--- src/rtl/pio_input_pkg.sv ---
// Shared register map and parameter sanity checks for the edge-capturing input PIO.
package pio_input_pkg;

  localparam int BUS_W = 32;

  localparam logic [2:0] ADDR_DATA = 3'd0;
  localparam logic [2:0] ADDR_RAW  = 3'd1;
  localparam logic [2:0] ADDR_MASK = 3'd2;
  localparam logic [2:0] ADDR_EDGE = 3'd3;
  localparam logic [2:0] ADDR_RISE = 3'd4;
  localparam logic [2:0] ADDR_FALL = 3'd5;
  localparam logic [2:0] ADDR_DEB  = 3'd6;

  // Every register must fit the 32-bit bus; two flops minimum for metastability.
  function automatic bit widths_ok(input int width, input int deb_w, input int sync_stages);
    return (width >= 1) && (width <= BUS_W) &&
           (deb_w >= 1) && (deb_w <= BUS_W) &&
           (sync_stages >= 2);
  endfunction

endpackage

--- src/rtl/pio_debounce_ch.sv ---
// One input channel: synchroniser chain, saturating debounce counter and stable flop.
module pio_debounce_ch
  import pio_input_pkg::*;
#(
  parameter int SYNC_STAGES = 2,
  parameter int DEB_W       = 16
) (
  input  logic             clk,
  input  logic             reset,
  input  logic             din,
  input  logic [DEB_W-1:0] deb_period,
  output logic             sync,
  output logic             stable
);

  logic [SYNC_STAGES-1:0] sync_q;
  logic [DEB_W-1:0]       cnt;

  always_ff @(posedge clk) begin
    if (reset) begin
      sync_q <= '0;
    end else begin
      sync_q <= {sync_q[SYNC_STAGES-2:0], din};
    end
  end

  assign sync = sync_q[SYNC_STAGES-1];

  // A change is accepted once it has differed for deb_period+1 consecutive cycles.
  always_ff @(posedge clk) begin
    if (reset) begin
      cnt    <= '0;
      stable <= 1'b0;
    end else if (sync == stable) begin
      cnt <= '0;
    end else if (cnt >= deb_period) begin
      stable <= sync;
      cnt    <= '0;
    end else if (cnt != '1) begin
      cnt <= cnt + 1'b1;
    end
  end

endmodule

--- src/rtl/pio_input_edge_irq.sv ---
// Avalon-MM input PIO: debounced inputs, per-bit rise/fall edge capture (W1C) and masked level irq.
module pio_input_edge_irq
  import pio_input_pkg::*;
#(
  parameter int WIDTH          = 5,
  parameter int SYNC_STAGES    = 2,
  parameter int DEB_W          = 16,
  parameter int DEB_PERIOD_RST = 0
) (
  input  logic             clk,
  input  logic             reset,
  input  logic [2:0]       address,
  input  logic             chipselect,
  input  logic             write_n,
  input  logic [31:0]      writedata,
  output logic [31:0]      readdata,
  input  logic [WIDTH-1:0] in_port,
  output logic             irq
);

  if (!widths_ok(WIDTH, DEB_W, SYNC_STAGES)) begin : g_bad_params
    $error("pio_input_edge_irq: WIDTH/DEB_W must be 1..32 and SYNC_STAGES >= 2");
  end

  logic [WIDTH-1:0] sync_vec;
  logic [WIDTH-1:0] stable;
  logic [WIDTH-1:0] stable_d;
  logic [WIDTH-1:0] edge_capture;
  logic [WIDTH-1:0] irq_mask;
  logic [WIDTH-1:0] rise_en;
  logic [WIDTH-1:0] fall_en;
  logic [DEB_W-1:0] deb_period;
  logic [WIDTH-1:0] ev;
  logic [WIDTH-1:0] w1c;
  logic [31:0]      rd_next;
  logic             wr;
  logic             unused_wdata;

  for (genvar i = 0; i < WIDTH; i++) begin : g_ch
    pio_debounce_ch #(
      .SYNC_STAGES(SYNC_STAGES),
      .DEB_W      (DEB_W)
    ) u_ch (
      .clk       (clk),
      .reset     (reset),
      .din       (in_port[i]),
      .deb_period(deb_period),
      .sync      (sync_vec[i]),
      .stable    (stable[i])
    );
  end

  assign wr           = chipselect & ~write_n;
  assign ev           = (stable & ~stable_d & rise_en) | (~stable & stable_d & fall_en);
  assign w1c          = (wr && address == ADDR_EDGE) ? writedata[WIDTH-1:0] : '0;
  assign unused_wdata = ^writedata;

  always_ff @(posedge clk) begin
    if (reset) begin
      stable_d     <= '0;
      edge_capture <= '0;
      irq_mask     <= '0;
      rise_en      <= '0;
      fall_en      <= '1;
      deb_period   <= DEB_W'(DEB_PERIOD_RST);
      irq          <= 1'b0;
    end else begin
      stable_d <= stable;
      // Set has priority over clear so an edge landing on a W1C cycle survives.
      edge_capture <= (edge_capture & ~w1c) | ev;
      irq          <= |(edge_capture & irq_mask);
      if (wr) begin
        case (address)
          ADDR_MASK: irq_mask   <= writedata[WIDTH-1:0];
          ADDR_RISE: rise_en    <= writedata[WIDTH-1:0];
          ADDR_FALL: fall_en    <= writedata[WIDTH-1:0];
          ADDR_DEB:  deb_period <= writedata[DEB_W-1:0];
          default: ;
        endcase
      end
    end
  end

  always_comb begin
    rd_next = '0;
    case (address)
      ADDR_DATA: rd_next[WIDTH-1:0] = stable;
      ADDR_RAW:  rd_next[WIDTH-1:0] = sync_vec;
      ADDR_MASK: rd_next[WIDTH-1:0] = irq_mask;
      ADDR_EDGE: rd_next[WIDTH-1:0] = edge_capture;
      ADDR_RISE: rd_next[WIDTH-1:0] = rise_en;
      ADDR_FALL: rd_next[WIDTH-1:0] = fall_en;
      ADDR_DEB:  rd_next[DEB_W-1:0] = deb_period;
      default:   rd_next = '0;
    endcase
  end

  always_ff @(posedge clk) begin
    if (reset) begin
      readdata <= '0;
    end else begin
      readdata <= rd_next;
    end
  end

endmodule

--- config.mk ---
export PLATFORM = sky130hd
export DESIGN_NAME = pio_input_edge_irq
export DESIGN_NICKNAME = d
export VERILOG_FILES = /design/src/rtl/pio_input_pkg.sv /design/src/rtl/pio_debounce_ch.sv /design/src/rtl/pio_input_edge_irq.sv
export SDC_FILE = /design/constraint.sdc
export NUM_CORES = 1
export LEC_CHECK = 0
export CAP_MARGIN = 10
export CORE_MARGIN = 3
export CORE_UTILIZATION = 58
export CTS_CLUSTER_SIZE = 25
export DETAILED_ROUTE_END_ITERATION = 10
export GPL_TIMING_DRIVEN = 0
export PLACE_DENSITY = 0.85
export SLEW_MARGIN = 20
export SYNTH_ARGS = -nofsm -noshare
export SYNTH_HDL_FRONTEND = slang
export SYNTH_SLANG_ARGS = --single-unit
export TNS_END_PERCENT = 5
--- constraint.sdc ---
create_clock -name clk -period 2.74 [get_ports clk]
set_input_delay 0.548 -clock clk [delete_from_list [all_inputs] [get_ports clk]]
set_output_delay 0.548 -clock clk [all_outputs]
set_load 0.01 [all_outputs]
==> flow_summary.toml <==
[run_status]
result_of_the_run = "completed"

[timing]
relSlewSlack = 0.4648
setup_viol_count_final = 0
finalHoldViolations = 0
final_clock_period_utilization_by_the_worst_path = 0.9135
max_slew.worst_pin.slew_ns = 0.8010
min_period_ns = 2.503
timing_max_transition_violations_final = 0
max_freq_ghz = 0.3995
timing.clock.skew_ns = 0.007556
crit_path_setup_slack_layout_ns = 0.2371
rsz0062_at_grt = "no"

[power_and_ir_drop]
power.leakage_nw = 3.606
power.density_nw_per_um2 = 474.2
power_total_w = 0.004654
ir_worst_vdd_uv = 499.0

[logic_synthesis]
ys.warnings.count = 0
synth_top_area_share = 0.3577
synthAdderAreaFrac = 0.1242
synthTopCellsByArea = "dfxtp_1 36%, ha_1 12%, xnor2_1 4.9%"
synth.area.mux_share = 0.04004
post_synth.cell_area_avg_um2 = 8.685
synth_top_cell_by_area = "dfxtp_1"
synth-async-reset-ratio = 0
synth_simple_gate_area_share = 0.2293
synth_edf_count = 0
synth.distinct_cells = 71
synth_top_family_by_area = "simple AND/OR/NAND/NOR gates"
netlist_instances = 986
synth-seq-area-share = 0.3577
synth_top_flop_cell = "dfxtp_1"
yosys_register_bits = 153
syn-cell-area_um2 = 8563
post_synth_xor_area_fraction = 0.05421
synth_compound_area_frac = 0.1501

[setup_path]
rr_startpoint = "deb_period[0]$_SDFFE_PP0P_"
cpPeakStageDelay_ns = 0.51
critical_path.cell_chain = "clkdlybuf4s50_1, buf_2, buf_1, buf_1, buf_1, a21oi_1"
path_max_fanout = 10
timing.critical_path.mode_cell = "buf_1"
crit_type = "in2reg"
reg2reg_to = "g_ch[2].u_ch.cnt[8]$_SDFFE_PP0P_"
arrival_ns = 2.78
rrSetupSlack_ns = 0.24
critPathLaunchType = "input port"
critical_path.n_buffers_inverters = 5
worst_r2r_path_depth = 7
crit_required_ns = 3.02
setup.worst_path.end_class = "flip-flop"
cpLargestDelayFamily = "buffers and inverters"
critPathSlowestCell = "clkdlybuf4s50_1"

[floorplanning]
io-pin-count = 77
core.rowCount = 43
coreArea_um2 = 14150
start_util = 0.6052
fp.dieArea_um2 = 16260
die_width_um = 127.5
dieHeight_um = 127.5

[global_route]
grt_antenna_before_repair = 0
globalRoute.totalOverflow = 0
grt_use_total = 0.2629
grt_pass1_wl_mm = 34.29
first_global_vias = 7305
grt_max_degree = 17

[detailed_routing]
dr_drc_count = 0
vias = 7452
drt-initial-drc-count = 598
antenna_violating_nets_post_route = 0
post_drt_via_cell_ratio = 5.928
drt_pass1_iterations = 6
postRouteWirelength_mm = 20.72
wirelength_per_cell_um = 16.48

[place]
post-place-ws_ns = -0.08528
detailed_place_hpwl_mm = 15.01
numPortBuffers = 44
routabilityCongestion = 0.9203

[clock_network]
tritoncts = "done"
cts.reportedPaths.clkPinSlew_ns = 0.06
cts.root.buffer_cell = "clkbuf_16"
inserted_clock_buffers = 17
number_of_buffers_on_the_longest_clock_path = 2
tritoncts_num_sinks = 153
insertion_delay_ns = 0.43
cts-htree-levels = 4
postCtsHoldBufs = 0
cts_post_setup_buffers_inserted = 0
cts_repair_resize_count = 0

[finish]
layout-drive-gt1-share = 0.08357
finish.net_count = 1193
layout.cells.most_common = "dfxtp_1"
num_antenna_cells = 0
most_frequent_cells_in_the_layout = "153 x dfxtp_1, 109 x nor2_1, 95 x nand2_1"
area_growth_syn_to_layout_pct = 14.61
fill_cells = 1120

[min_path]
timing.hold.worst_endpoint = "g_ch[4].u_ch.sync_q[1]$_SDFF_PP0_"
worstHoldPathType = "reg2reg"
worstHoldPathCells = 1
holdCritStartpoint = "g_ch[4].u_ch.sync_q[0]$_SDFF_PP0_"

[run]
maxCapViolations = 0
==> metal layers <==
layer  track usage  up-vias  share of wire
met3       0.05853       64          0.062
met1        0.3261     3474           0.43
met4        0.1426        0          0.041
li1              -     3662              -
met5             0        -              0
met2        0.4246      252           0.46
==> worst register-to-register path, cell delays in order (launching register included) <==
cell and delay (ns):
dfxtp_1 0.67, ha_1 0.32, nand2b_1 0.14, a2111oi_0 0.45, o31a_1 0.27, o211ai_2 0.21, buf_2 0.25, nor2_1 0.12
==> through the flow <==
stage	area, µm²	hold WS [ns]	TNS (ns)	utilization	std cells
after floorplan	8620	0.4138	0	-	1001
after global placement	9285	0.4166	-1.236	0.6562	1225
after detailed placement	9285	0.4269	-1.154	0.6562	1225
after CTS	9814	0.4541	0	0.6936	1257
after global routing	9814	0.4686	0	0.6936	1257
final	9814	0.4458	0	0.6936	1257
==> how the worst max path moves through the flow <==
stage                                start                                end  slack [ns]  cells past startpoint
2_1_floorplan  deb_period[11]$_SDFFE_PP0P_  g_ch[0].u_ch.cnt[13]$_SDFFE_PP0P_        0.69                      8
3_3_place_gp                         reset         deb_period[0]$_SDFFE_PP0P_       -0.08                      6
3_5_place_dp                         reset         deb_period[6]$_SDFFE_PP0P_       -0.09                      6
4_1_cts        deb_period[11]$_SDFFE_PP0P_  g_ch[3].u_ch.cnt[10]$_SDFFE_PP0P_        0.23                      8
5_1_grt        deb_period[11]$_SDFFE_PP0P_  g_ch[3].u_ch.cnt[10]$_SDFFE_PP0P_        0.04                      8
6_report                             reset         deb_period[5]$_SDFFE_PP0P_        0.24                      6
==> Yosys cell counts, types with 6 or more instances <==
library cell,n
and3_1,12
a21o_1,6
mux2i_1,23
buf_4,16
a21oi_1,68
inv_1,35
dfxtp_1,153
a31oi_1,8
nand4_1,22
clkbuf_1,11
xnor2_1,48
and2_1,13
o21ai_0,20
a211oi_1,21
o22ai_1,7
nand3_1,42
nor3_1,25
and4_1,9
nor2_1,109
mux2_2,8
o211ai_1,8
buf_2,11
nor2b_1,27
ha_1,85
nand2b_1,6
nand2_1,95
==> report_power, final <==
part	switching (W)	internal, W
registers	0.0000212	0.00225
clock network	0.000883	0.00122
logic	0.000148	0.000128
==> kinds of logic (layout without fill, tap and decap cells) <==
kind of cell,Yosys count,after routing
buffers and inverters,79,155
XOR/XNOR,53,53
multiplexers,32,32
AO/OA/AOI/OAI,191,191
other,1,16
adder cells (fa/ha/maj),85,85
flip-flops,153,153
AND/OR/NAND/NOR,392,392
==> final cells by class <==
class                           count  area, µm²  area share
Buffer                             44      246.5     0.02511
Clock buffer                       25      485.5     0.04946
Clock inverter                      7      43.79    0.004462
Inverter                           35      131.4     0.01339
Multi-Input combinational cell    769       5179      0.5277
Sequential cell                   153       3063      0.3121
Tap cell                          180      225.2     0.02295
Timing Repair Buffer               44      440.4     0.04488
==> sequential cells by signal, summed over array words and instances, names as in the netlist, 5 cells and up <==
name / count
deb_period: 16
edge_capture: 5
fall_en: 5
g_ch.u_ch.cnt: 80
g_ch.u_ch.stable: 5
g_ch.u_ch.sync_q: 10
irq_mask: 5
readdata: 16
rise_en: 5
stable_d: 5
No activity file was read; power rests on OpenSTA's default activity.
